## src/rtl/seven_seg_scan.sv

```systemverilog
// ---------------------------------------------------------------------------
// seven_seg_scan
//
// Purpose:
//   Display stage for the multimode clock. Packed-BCD time fields are
//   time-multiplexed onto an 8-digit common-anode seven-segment display.
//   A per-frame snapshot keeps a frame from tearing. The digit(s) picked by
//   the one-hot edit select flash while the user edits. A short all-off guard
//   at the start of every digit slot suppresses ghosting.
//
// Parameters:
//   SCAN_DIV  - clock cycles per digit slot (must be >= GUARD+1)
//   GUARD     - cycles at the start of each slot with every anode off
//   BLINK_DIV - cycles per blink half-period
//
// Ports:
//   clk      in   1  system clock, rising edge
//   resetn   in   1  asynchronous, active-low reset
//   hours    in   8  BCD hours   {tens, units}
//   minutes  in   8  BCD minutes {tens, units}
//   seconds  in   8  BCD seconds {tens, units}
//   milli    in  12  BCD millis  {hundreds, tens, units}; units not shown
//   set      in   6  edit select {H tens, H units, M tens, M units, S tens, S units}
//   an       out  8  anodes, active-low, an[k] drives digit k
//   seg      out  7  segments, active-low, {g,f,e,d,c,b,a}
//   dp       out  1  decimal point, active-low
//
// Digit map (idx -> nibble):
//   0 milli tens, 1 milli hundreds, 2 sec units, 3 sec tens,
//   4 min units,  5 min tens,       6 hour units, 7 hour tens
// ---------------------------------------------------------------------------
module seven_seg_scan #(
  parameter int SCAN_DIV  = 100000,
  parameter int GUARD     = 16,
  parameter int BLINK_DIV = 25000000
) (
  input  logic        clk,
  input  logic        resetn,
  input  logic [7:0]  hours,
  input  logic [7:0]  minutes,
  input  logic [7:0]  seconds,
  input  logic [11:0] milli,
  input  logic [5:0]  set,
  output logic [7:0]  an,
  output logic [6:0]  seg,
  output logic        dp
);

  localparam int CNT_W = (SCAN_DIV > 1) ? $clog2(SCAN_DIV) : 1;
  localparam int BLK_W = (BLINK_DIV > 1) ? $clog2(BLINK_DIV) : 1;

  localparam logic [CNT_W-1:0] CNT_LAST  = CNT_W'(SCAN_DIV - 1);
  localparam logic [CNT_W-1:0] CNT_GUARD = CNT_W'(GUARD);
  localparam logic [BLK_W-1:0] BLK_LAST  = BLK_W'(BLINK_DIV - 1);

  localparam logic [6:0] SEG_BLANK = 7'h7F;
  localparam logic [6:0] SEG_DASH  = 7'h3F;

  // Scan position
  logic [CNT_W-1:0] cnt;
  logic [2:0]       idx;

  // Blink timing
  logic [BLK_W-1:0] bcnt;
  logic             phase;
  logic [5:0]       set_q;

  // Frame snapshot of the time fields (milli units are never displayed)
  logic [7:0] sh_hours;
  logic [7:0] sh_minutes;
  logic [7:0] sh_seconds;
  logic [7:0] sh_milli;

  // Next-state values for the registered display outputs
  logic [3:0] nib;
  logic       blink_sel;
  logic       set_rise;
  logic       visible;
  logic       blank;
  logic [7:0] an_d;
  logic [6:0] seg_d;
  logic       dp_d;

  // The milli units digit is not part of the display
  logic [3:0] unused_milli_units;
  assign unused_milli_units = milli[3:0];

  // Slot counter and digit index. Each slot lasts SCAN_DIV cycles; at the
  // last cycle of a slot the counter wraps and the index moves to the next
  // digit, wrapping from 7 back to 0 to begin a new frame.
  always_ff @(posedge clk or negedge resetn) begin
    if (!resetn) begin
      cnt <= '0;
      idx <= '0;
    end else if (cnt == CNT_LAST) begin
      cnt <= '0;
      idx <= idx + 3'd1;
    end else begin
      cnt <= cnt + CNT_W'(1);
    end
  end

  // Frame snapshot. The inputs are captured on the very last cycle of the
  // last slot so that the whole next frame, starting at digit 0, shows one
  // consistent set of values no matter how the counters upstream move.
  always_ff @(posedge clk or negedge resetn) begin
    if (!resetn) begin
      sh_hours   <= '0;
      sh_minutes <= '0;
      sh_seconds <= '0;
      sh_milli   <= '0;
    end else if (cnt == CNT_LAST && idx == 3'd7) begin
      sh_hours   <= hours;
      sh_minutes <= minutes;
      sh_seconds <= seconds;
      sh_milli   <= milli[11:4];
    end
  end

  // Blink timebase. The phase toggles every BLINK_DIV cycles. When editing
  // starts (set goes from zero to nonzero) the counter restarts in the
  // visible phase so the user sees the edited digit right away rather than
  // possibly landing in a dark half-period.
  always_ff @(posedge clk or negedge resetn) begin
    if (!resetn) begin
      bcnt  <= '0;
      phase <= 1'b1;
      set_q <= '0;
    end else begin
      set_q <= set;
      if (set_rise) begin
        bcnt  <= '0;
        phase <= 1'b1;
      end else if (bcnt == BLK_LAST) begin
        bcnt  <= '0;
        phase <= ~phase;
      end else begin
        bcnt <= bcnt + BLK_W'(1);
      end
    end
  end

  assign set_rise = (set_q == 6'd0) && (set != 6'd0);

  // Digit selection, blink blanking and segment decode for the current
  // slot. On the cycle where editing begins the digit is forced visible, so
  // the phase restart also shows up on the display without a stray dark
  // cycle from the old phase. The anode pattern is all-off during the guard.
  always_comb begin
    nib       = 4'h0;
    blink_sel = 1'b0;
    case (idx)
      3'd0: nib = sh_milli[3:0];
      3'd1: nib = sh_milli[7:4];
      3'd2: begin nib = sh_seconds[3:0]; blink_sel = set[0]; end
      3'd3: begin nib = sh_seconds[7:4]; blink_sel = set[1]; end
      3'd4: begin nib = sh_minutes[3:0]; blink_sel = set[2]; end
      3'd5: begin nib = sh_minutes[7:4]; blink_sel = set[3]; end
      3'd6: begin nib = sh_hours[3:0];   blink_sel = set[4]; end
      3'd7: begin nib = sh_hours[7:4];   blink_sel = set[5]; end
      default: begin nib = 4'h0; blink_sel = 1'b0; end
    endcase

    visible = phase | set_rise;
    blank   = blink_sel & ~visible;

    seg_d = SEG_DASH;
    case (nib)
      4'd0: seg_d = 7'h40;
      4'd1: seg_d = 7'h79;
      4'd2: seg_d = 7'h24;
      4'd3: seg_d = 7'h30;
      4'd4: seg_d = 7'h19;
      4'd5: seg_d = 7'h12;
      4'd6: seg_d = 7'h02;
      4'd7: seg_d = 7'h78;
      4'd8: seg_d = 7'h00;
      4'd9: seg_d = 7'h10;
      default: seg_d = SEG_DASH;
    endcase

    dp_d = ~((idx == 3'd2) || (idx == 3'd4) || (idx == 3'd6));

    if (blank) begin
      seg_d = SEG_BLANK;
      dp_d  = 1'b1;
    end

    if (cnt < CNT_GUARD) begin
      an_d = 8'hFF;
    end else begin
      an_d = ~(8'd1 << idx);
    end
  end

  // Output register. Anodes, segments and decimal point all load on the
  // same edge so a newly enabled anode never shows the previous digit.
  always_ff @(posedge clk or negedge resetn) begin
    if (!resetn) begin
      an  <= 8'hFF;
      seg <= SEG_BLANK;
      dp  <= 1'b1;
    end else begin
      an  <= an_d;
      seg <= seg_d;
      dp  <= dp_d;
    end
  end

endmodule

```

## config.mk

```make
export PLATFORM = sky130hd
export DESIGN_NAME = seven_seg_scan
export DESIGN_NICKNAME = d
export VERILOG_FILES = /design/src/rtl/seven_seg_scan.sv
export SDC_FILE = /design/constraint.sdc
export NUM_CORES = 1
export LEC_CHECK = 0
export ABC_AREA = 0
export ABC_CLOCK_PERIOD_IN_PS = 3340
export CAP_MARGIN = 20
export CORE_MARGIN = 5
export CORE_UTILIZATION = 40
export CTS_CLUSTER_DIAMETER = 80
export DETAILED_ROUTE_END_ITERATION = 6
export SYNTH_ARGS = -nofsm -noshare
export SYNTH_HDL_FRONTEND = slang
export SYNTH_SLANG_ARGS = --single-unit
```

## constraint.sdc

```tcl
create_clock -name clk -period 3.34 [get_ports clk]
set_clock_uncertainty 0.2 [all_clocks]
set_input_delay 1.002 -clock clk [delete_from_list [all_inputs] [get_ports clk]]
set_output_delay 1.002 -clock clk [all_outputs]
set_load 0.03 [all_outputs]
```

# Yosys cells after proc, flatten, opt, wreduce, memory -nomap -nowiden
# Memories as Yosys holds them, arrays and structs flattened.
# Index checks and enable logic that the tools add are counted.
word_totals:
  rom_bits: 112
  n_memories: 1
  out_inout_bits: 16
  register_bits: 100
  wordCells: 51
  in_bits: 44
op_classes:
  addsub: 3
  muxes: 10
  n_eq_ne: 9
  order_cmp: 1
  bitwise: 6
  n_shift: 1
  n_reduce_logical: 8
memory_table:
  columns: ["name", "depth", "width", "rd", "rd_ports_with_merged_regs", "wr", "line", "rtl"]
  rows:
  - ["(name not given)", 16, 7, 1, 0, 0, "168", "case (nib)"]
ops:
  columns: ["cell", "n"]
  rows:
  - ["25-bit two-way mux", 2]
  - ["4-bit case mux with 8 select lines", 1]
  - ["25-bit by 1-bit adder with 25-bit output (second input constant)", 1]
  - ["25-bit equality test (second input constant)", 1]
  - ["17-bit by 1-bit adder with 17-bit output (second input constant)", 1]
  - ["17-bit equality test (second input constant)", 1]
  - ["17-bit by 5-bit less-than comparator with 1-bit output (second input constant)", 1]
  - ["17-bit two-way mux", 1]
  - ["3-bit equality test (second input constant)", 4]
  - ["8-bit two-way mux", 1]
  - ["8-bit NOT", 1]
  - ["1-bit by 3-bit << shifter with 8-bit output (first input constant)", 1]
  - ["7-bit two-way mux", 1]
  - ["3-bit by 2-bit equality test with 1-bit output (second input constant)", 2]
  - ["6-bit logical NOT", 1]
  - ["1-bit case mux with 6 select lines", 1]
  - ["6-bit nonzero test", 1]
  - ["3-bit by 1-bit adder with 3-bit output (second input constant)", 1]
  - ["3-bit by 1-bit equality test with 1-bit output (second input constant)", 1]
  - ["3-bit logical NOT", 1]
  - ["1-bit two-way mux", 3]
  - ["1-bit NOT", 3]
  - ["1-bit logical AND", 2]
  - ["1-bit logical OR", 2]
  - ["other kinds (3)", 3]

# Logic depth before layout (Yosys ltp)
# Gate-level depths: netlist of the first run.
depth:
  ltp_word: 6
  mapped_depth: 13
  depth_no_buf: 10

# Worst setup path after synthesis of the first run
# Ideal clock, no wire load.
synth_timing:
  kind: "register -> register"
  start: "reg idx[2]"
  end: "reg seg[3]"
  required_ns: 3.051
  setup_time_ns: 0.089
  path_buffers: 3
  arrival_ns: 2.328
  stages_incl_launch_ff: 14
  synth_period_minus_slack_ns: 2.617
  setup_slack_ns: 0.723
  path_cell_list: "dfrtp_1 > buf_6 > buf_2 > inv_1 > ha_1 > clkbuf_1 > nor3_2 > nand2_1 > a31oi_1 > inv_1 > ha_1 > inv_1 > o21ai_0 > nand3_1"
synth_via:
  elab_chain_len: 4
  word_cells_on_any_way: 13
  classes_between: "7 x eq/ne; 3 x mux; 1 x bitwise; 1 x reduce/logical; 1 x memory"
synth_rtl:
  columns: ["item", "line", "rtl"]
  rows:
  - ["from (decl)", "61", "logic [2:0] idx;"]
  - ["from (signal assigned)", "97", "idx <= idx + 3'd1;"]
  - ["3-bit equality test (tied with other cells)", "152", "case (idx)"]
  - ["4-bit case mux with 8 select lines or 1-bit case mux with 6 select lines (tied branches)", "152", null]
  - ["memory read 16 x 7 bit or 1-bit AND (tied branches)", null, null]
  - ["7-bit two-way mux (*)", "184", "if (blank) begin"]
  - ["net seg_d[3]", "81", "logic [6:0] seg_d;"]
  - ["to (signal assigned)", "205", "seg <= seg_d;"]
  - ["to (decl)", "45", "output logic [6:0] seg,"]
# Mark *: on every way through the listed nets, which the timed path passes. The rest lies on a longest branch.
# A chain may end at the register's enable or synchronous reset.

# Worst setup path after layout of the first run
layout_timing:
  start: "reg idx[0]"
  end: "reg seg[2]"
# The elaborated chain is that of the path after synthesis.

==> results.txt, run 1 <==
* Most common library cell in the layout ignoring fill and taps: sky130_fd_sc_hd__dfrtp_1
- Max Transition Viols Final: 0
- Once placement finished, the instance area stood at 5340 um2.
- Worst-path clk slew: 0.07 ns
- The largest individual stage delay along the critical path comes from the cell sky130_fd_sc_hd__a221oi_1.
- Once detail routing completed, the nets flagged for antenna violations numbered 0.
* First-pass GRT wire length: 15600 um
- Nets@finish: 515
- Net Count, Synth: 457
* Area overhead of the layout relative to synthesis: 22.4%
- For this run, global-route usage on met3 was measured as 3.84%.
- Area enclosed by the die boundary: 13800 um2
- In this design, the stage delay of the slowest critical-path cell is 0.41 ns.
* Sequential cell area fraction in the yosys report: 54.6%
- Entering global routing, the biggest net connects 41 pins.
- Height of the die: 117 um
- DRC violation count after routing: 0
* Prevailing post-synth register cell: sky130_fd_sc_hd__dfrtp_1
* Static leakage: 2.39 nW
- GRT Overall Usage: 13.7%
* Share of Yosys cell area claimed by the top area cell type: 45.0%
* Setup TNS: 0 ns
- From left edge to right edge, the die measures 117 um.
- The signal on the critical path passes through ha_1 > ha_1 > a22o_1 > a221oi_1 > a31oi_1 > buf_4 > o311ai_0.
- The total area inside the core boundary comes to 11400 um2.
* Port Buffer Count: 55
- Nature of the critical path startpoint: flip-flop
- The clock period could shrink to 2.78 ns.
- The count of final hold-check violations came to 0.
* Crit path buf inv count: 1
- 0 antenna diodes ended up in the layout.
- Unrepaired setup endpoints after global routing: false
- Netlist cell types: 54
- Yosys Warn Count: 0
* Maximum net fanout on the critical path: 8
- Busiest layer in global routing: met2
- Final RePlAce weighted congestion: 0.797
* Clock root buffer master: sky130_fd_sc_hd__clkbuf_16
- Number of buffers on the longest clock path: 2
- During I/O placement, the number of pins put on the boundary was 60.
* Vias in the first global route: 3170
* Number of register bits inferred by synthesis: 100
* Initial core utilization: 40.6%
- Initial DRT Pass Iterations: 4
- The wire-length estimate of the detail-placed layout is 6430 um.
- Dominant cell type by area after synthesis: sky130_fd_sc_hd__dfrtp_1
* Number of clock sinks: 100
- Highest attainable clock frequency: 359 MHz
- Number of levels in the clock H-tree: 3
* Area of the mapped netlist: 4620 um2
* Total wirelength of the detailed-routed design: 9050 um
- Global routing used 19.0% of the available met1 tracks.
- At the pin with the least slew margin, the transition time is 0.822 ns.
* Final routed wire length divided by cell count: 14.9 um
- Cts-stage hold buffer count: 0
- Total clock buffers created by CTS: 9
- Summing all non-filler instances in the final layout gives an area of 5650 um2.
- Across the run, the number of max-cap violations was 0.
- Power density of the placed cells: 473 nW/um2
* Number of enable flip-flop cells after synthesis: 0
* CTS tree: yes
- Required time of the critical path: 3.36 ns
- Leaving out fill and tap cells, the most frequent cells in the layout are sky130_fd_sc_hd__dfrtp_1 (83), sky130_fd_sc_hd__clkdlybuf4s50_1 (54), sky130_fd_sc_hd__nor2_1 (44).
* IR Drop Worst-Case VDD: 0.444 mV
- Run status: finished clean
- The number of antenna violations at the first check in global routing is 0.
- Type of the worst min-delay path: flip-flop to flip-flop
- After detailed routing, the number of vias per cell comes to 5.06.
- Number of buffers added for setup after CTS: 0
* Slew Limit Headroom: 45.0%
- The worst setup path is captured at a flip-flop.
- Later-pin clock latency in the skew report: 0.35 ns
- Cell type group with the largest total delay on the critical path: compound AO/OA/AOI/OAI gates
- Post-Syn Instances: 402
- After synthesis, the cell types taking the most area are sky130_fd_sc_hd__dfrtp_1 (45%), sky130_fd_sc_hd__dfstp_2 (9.7%), sky130_fd_sc_hd__mux2_2 (9.0%).
* Number of endpoints failing setup at the final stage: 0
* Arrival @ worst endpoint: 2.81 ns
* Final non-filler cell total: 608
- Placed Instances: 592
* Layout cells sized above 1: 19.4%
- Global routing consumed, on the met2 layer, 21.0% of the routing resources.
- Number of standard-cell rows in the floorplan: 39
* Worst hold margin: 0.255 ns
- The critical path in this run is classified as flip-flop to flip-flop.
- Post-synth ARST share: 100%
- After layout, the worst path uses 83.4% of the clock period.
- In this run, post-CTS repair resized a total of 0 instances.
- Post-synthesis average cell area: 11.5 um2
- The detailed router finished its first iteration with 155 violations.
- In this design, the critical path's most frequently occurring cell is sky130_fd_sc_hd__ha_1.
- Across all layers, the routed design uses 3074 vias.
* Total gr overflow: 0
[synthesized netlist by cell type, drive strengths merged (5+ instances only)]
library cell,n
and3,5
nor2,44
nand4,11
nor3,12
buf,12
dfrtp,83
and4,5
inv,12
a22o,7
nand3,16
xnor2,25
ha,11
mux2,39
nand2,27
clkbuf,6
xor2,14
dfstp,17
o21ai,8
[layer usage]
layer	share of wire (%)	vias to the layer above
met5	0	-
met4	0.86	0
met3	4.5	5
met2	45	51
met1	50	1493
li1	-	1525
[logic make-up after synthesis]
group           after synthesis  share of synthesized area [%]
compound gates               39                           6.37
flops                       100                           54.6
fa+ha+maj                    11                           2.98
simple gates                143                           15.8
xor+xnor                     39                           7.40
buf+inv                      30                           2.98
mux                          40                           9.81
[area by class of cell]
type                       count  area [um2]
clock buffer                   9         225
clock inverter                 7        85.1
fill                        1070        5720
inverter                      12        47.5
multi-input combinational    272        1960
sequential                   100        2520
tap                          143         179
timing repair buffer          65         636
[report_power, final]
part / switching [mW] / internal (mW) / total, mW
logic: 0.125 / 0.134 / 0.259
clock network: 0.479 / 0.594 / 1.07
registers: 0.0547 / 1.29 / 1.34
[worst paths after layout]
path                               from       end  slack (ns)  depth (start not counted)
worst max-delay path             idx[0]    seg[2]        0.56                          7
worst min-delay path            bcnt[0]   bcnt[0]        0.25                          1
worst max register to register   idx[0]    seg[2]        0.56                          7
worst min register to register  bcnt[0]   bcnt[0]        0.25                          1
max in group asynchronous        resetn    seg[2]        1.84                          2
min in group asynchronous        resetn  bcnt[18]        0.43                          1
[sequential cells by signal, summed over array words and instances, names as in the netlist]
signal	count
phase	1
cnt	17
sh_minutes	8
sh_milli	8
seg	7
bcnt	25
dp	1
sh_hours	8
sh_seconds	8
idx	3
an	8
set_q	6
[metrics by stage]
stage | utilization [%] | worst slack (ns) | power, mW
detailed placement | 47.0 | 0.414 | 1.63
floorplan | - | 0.723 | 1.50
finish | 49.7 | 0.555 | 2.68
global route | 49.7 | 0.356 | 2.80
global placement | 47.0 | 0.403 | 1.62
CTS | 49.7 | 0.552 | 2.71
Note: power is estimated with default switching activity, not from simulation.
==> run 2, diff against run 1 <==
ABC_CLOCK_PERIOD_IN_PS = 2640   (was 3340)
clock period = 2.64 ns   (was 3.34 ns; I/O delays follow)
==> run 2 against run 1 <==
Effect of this change: non-clock buffer count grew 26; largest power group unchanged; first-iteration DRC count increased by 30%; critical endpoint is now seg[3]; flip-flop and latch count unchanged; total power grew 29%; sequential power rose by 27%; die area is the same.
==> results.txt, run 2 (same netlist as run 1, synthesis figures left out) <==
- The run finished with clean final reports.
* Arrival @ worst endpoint: 2.65 ns (-0.16 ns)
- Highest attainable clock frequency: 390 MHz (+8.7%)
* Final cell utilization of the core: 52.5% (+2.8 points)
- The clock transition at the registers of the reported paths was 0.07 ns (about the same).
- The number of hold buffers added after cts is 0 (unchanged).
- The total via count in the routed design is 3214 (+4.6%).
- DIE WIDTH: 117 um (unchanged)
- Initial core utilization: 40.6% (unchanged)
- The static leakage was 2.54 nW (+6.2%).
- The later-pin clock latency in the skew report is 0.35 ns (about the same).
- The net total in the final layout was 541 (+5.0%).
- The via-per-instance ratio was 5.07 (+0.27%).
- The TritonCTS buffer count is 9 (unchanged).
- The remaining max-slew budget at the tightest pin was 66.6% (+22 points).
* Number of standard-cell rows in the floorplan: 39 (unchanged)
* Final routed wire length divided by cell count: 15.2 um (+1.8%)
- Critical path class: flip-flop to flip-flop
- The tree is rooted in a sky130_fd_sc_hd__clkbuf_16.
- The final weighted congestion of routability-driven global placement was 0.758 (-4.8%).
* Max-cap viol count: 0 (unchanged)
* Vias in the first global route: 3366 (+6.2%)
* Power spent charging and discharging nets: 0.809 mW (+23%)
- Height of the die: 117 um (unchanged)
- Worst-path cell chain: buf_4 > inv_1 > ha_2 > and2_4 > a221oi_2 > nand2_1 > o21ai_2 > inv_4 > or4b_4 > nand3_1
* Final Hold Fails: 0 (unchanged)
- The number of flip-flops under the largest register name is 25 (unchanged).
* Top library cells by usage in the layout, fill and taps aside: sky130_fd_sc_hd__dfrtp_1 (83), sky130_fd_sc_hd__clkdlybuf4s50_1 (54), sky130_fd_sc_hd__nor2_1 (44)
- Initial DRT Pass Iterations: 5 (+1)
* DRC violation count after routing: 0 (unchanged)
- The number of design-rule violations left by the first detailed-router iteration is 201 (+30%).
* Number of clock sinks: 100 (unchanged)
- Maximum net fanout on the critical path: 6 (-2)
* Most common library cell in the layout ignoring fill and taps: sky130_fd_sc_hd__dfrtp_1
* Number of buffers on the longest clock path: 2 (unchanged)
- Nature of the critical path startpoint: flip-flop
- Total wirelength of the detailed-routed design: 9610 um (+6.1%)
* Antenna violations before repair: 0 (unchanged)
* CTS tree: yes
- The post-route standard cell area excluding fillers came to 5970 um2 (+5.6%).
* Top register by number of flip-flops: bcnt
- Number of levels in the clock H-tree: 3 (unchanged)
* Max Transition Viols Final: 0 (unchanged)
- The combinational cell fraction of total power was 9.9% (+0.2 points).
* Layout cells sized above 1: 25.9% (+6.5 points)
* Largest registers: bcnt: 25 flops, cnt: 17 flops
* Maximum cell stage delay along the critical path: 0.54 ns (+0.13 ns)
* Total gr overflow: 0 (unchanged)
* Crit path time final: 2.56 ns (-0.223 ns)
- The final HPWL from detailed placement is 6700 um (+4.2%).
- Area enclosed by the die boundary: 13800 um2 (unchanged)
* Post-Place Setup Slack: -0.0961 ns (-0.510 ns)
- IR Drop Worst-Case VDD: 0.563 mV (+27%)
- First-pass GRT wire length: 16600 um (+6.5%)
* Number of endpoints failing setup at the final stage: 0 (unchanged)
- Share of total power in sequential cells: 49.2% (-1.0 points)
- Pint: 2.65 mW (+31%)
- Measured slew at the worst slew-check pin: 0.498 ns (-0.324 ns)
- Required time of the critical path: 2.73 ns (-0.63 ns)
- Power density of the placed cells: 579 nW/um2 (+22%)
- The worst setup slack after layout is 0.0782 ns (-0.477 ns).
- Setup crit end kind: flip-flop
* Filler cells: 989 (-7.6%)
- The slowest stage of the critical path belongs to the cell sky130_fd_sc_hd__or4b_4.
- Storage cell area: 2520 um2 (unchanged)
* Crit path buf inv count: 3 (+2)
- The number of buffer cells added on primary ports came to 55 (unchanged).
* Cell type group with the largest total delay on the critical path: simple AND/OR/NAND/NOR gates
- Part of the power in the clock network: 40.9% (+0.8 points)
- Total core area: 11400 um2 (unchanged)
* N_diodes: 0 (unchanged)
- The switching share of power was 23.4% (-1.2 points).
- Area overhead of the layout relative to synthesis: 29.3%
- Total I/O pin count: 60 (unchanged)
* Type of the worst min-delay path: input pin to asynchronous set/reset pin
- The standard cell area after detailed placement was 5540 um2 (+3.7%).
- Unrepaired setup endpoints after global routing: true
- Largest net degree at the start of global routing: 37 (-9.8%)
* Tcrit/Tclk final: 97.0% (+14 points)
- The final antenna-violating net count was 0 (unchanged).
- The area of the multi-input gates came to 2060 um2 (+5.1%).
- GRT Overall Usage: 14.5% (+0.86 points)
-- run 2: worst reg2reg max path, stage by stage (launching register included) --
cell,delay [ns]
sky130_fd_sc_hd__dfrtp_1,0.40
sky130_fd_sc_hd__buf_4,0.15
sky130_fd_sc_hd__inv_1,0.08
sky130_fd_sc_hd__ha_2,0.22
sky130_fd_sc_hd__and2_4,0.18
sky130_fd_sc_hd__a221oi_2,0.33
sky130_fd_sc_hd__nand2_1,0.13
sky130_fd_sc_hd__o21ai_2,0.11
sky130_fd_sc_hd__inv_4,0.07
sky130_fd_sc_hd__or4b_4,0.54
sky130_fd_sc_hd__nand3_1,0.09
-- run 2: stage by stage --
stage | hold slack (ns) | power [mW] | TNS [ns] | cells
CTS | 0.152 | 3.50 | 0 | 633
floorplan | 0.224 | 1.90 | 0 | 402
global route | 0.170 | 3.61 | -0.0704 | 634
detailed placement | 0.246 | 2.07 | -0.553 | 617
finish | 0.150 | 3.46 | 0 | 634
global placement | 0.239 | 2.06 | -0.0820 | 617
-- run 2: metal layers --
metal / GRT usage (%) / wire [um] / vias up
met2: 22.9 / 4580 / 50
met5: 0 / 0 / -
li1: - / - / 1565
met3: 4.37 / 398 / 10
met4: 4.23 / 143 / 0
met1: 19.4 / 4480 / 1589
-- run 2: timing repair --
item,in CTS,in global routing
pin swaps,0,3
resized for setup,3,19
buffers inserted,0,1
setup endpoints to repair,5,7
hold endpoints to repair,0,0
-- run 2: area by class of cell --
type | count | share of cell area, %
clock buffer | 11 | 3.90
inverter | 12 | 0.796
tap | 143 | 3.00
timing repair buffer | 91 | 14.2
multi-input combinational | 272 | 34.4
clock inverter | 5 | 1.45
sequential | 100 | 42.3
-- run 2: path summary, 6_finish.rpt --
kind | cells past startpoint | startpoint | slack [ns] | to
max | 10 | idx[0] | 0.08 | seg[3]
min | 1 | resetn | 0.15 | bcnt[8]
max reg2reg | 10 | idx[0] | 0.08 | seg[3]
min reg2reg | 1 | bcnt[0] | 0.25 | bcnt[0]
max in group asynchronous | 2 | resetn | 1.45 | cnt[1]
min in group clk | 1 | bcnt[0] | 0.25 | bcnt[0]
-- run 2: power by group through the flow --
stage          clock [mW]  sequential [mW]  combinational, mW
2_1_floorplan           0             1.73              0.171
5_1_grt              1.51             1.71              0.388
4_1_cts              1.45             1.70              0.347
3_5_place_dp            0             1.73              0.344
3_3_place_gp            0             1.72              0.335
6_report             1.41             1.70              0.342
==> run 3, diff against run 2 <==
TNS_END_PERCENT = 100   (was default)
==> results of run 3 <==
Same layout as run 2: the final DEF is identical, and so are final timing and power.
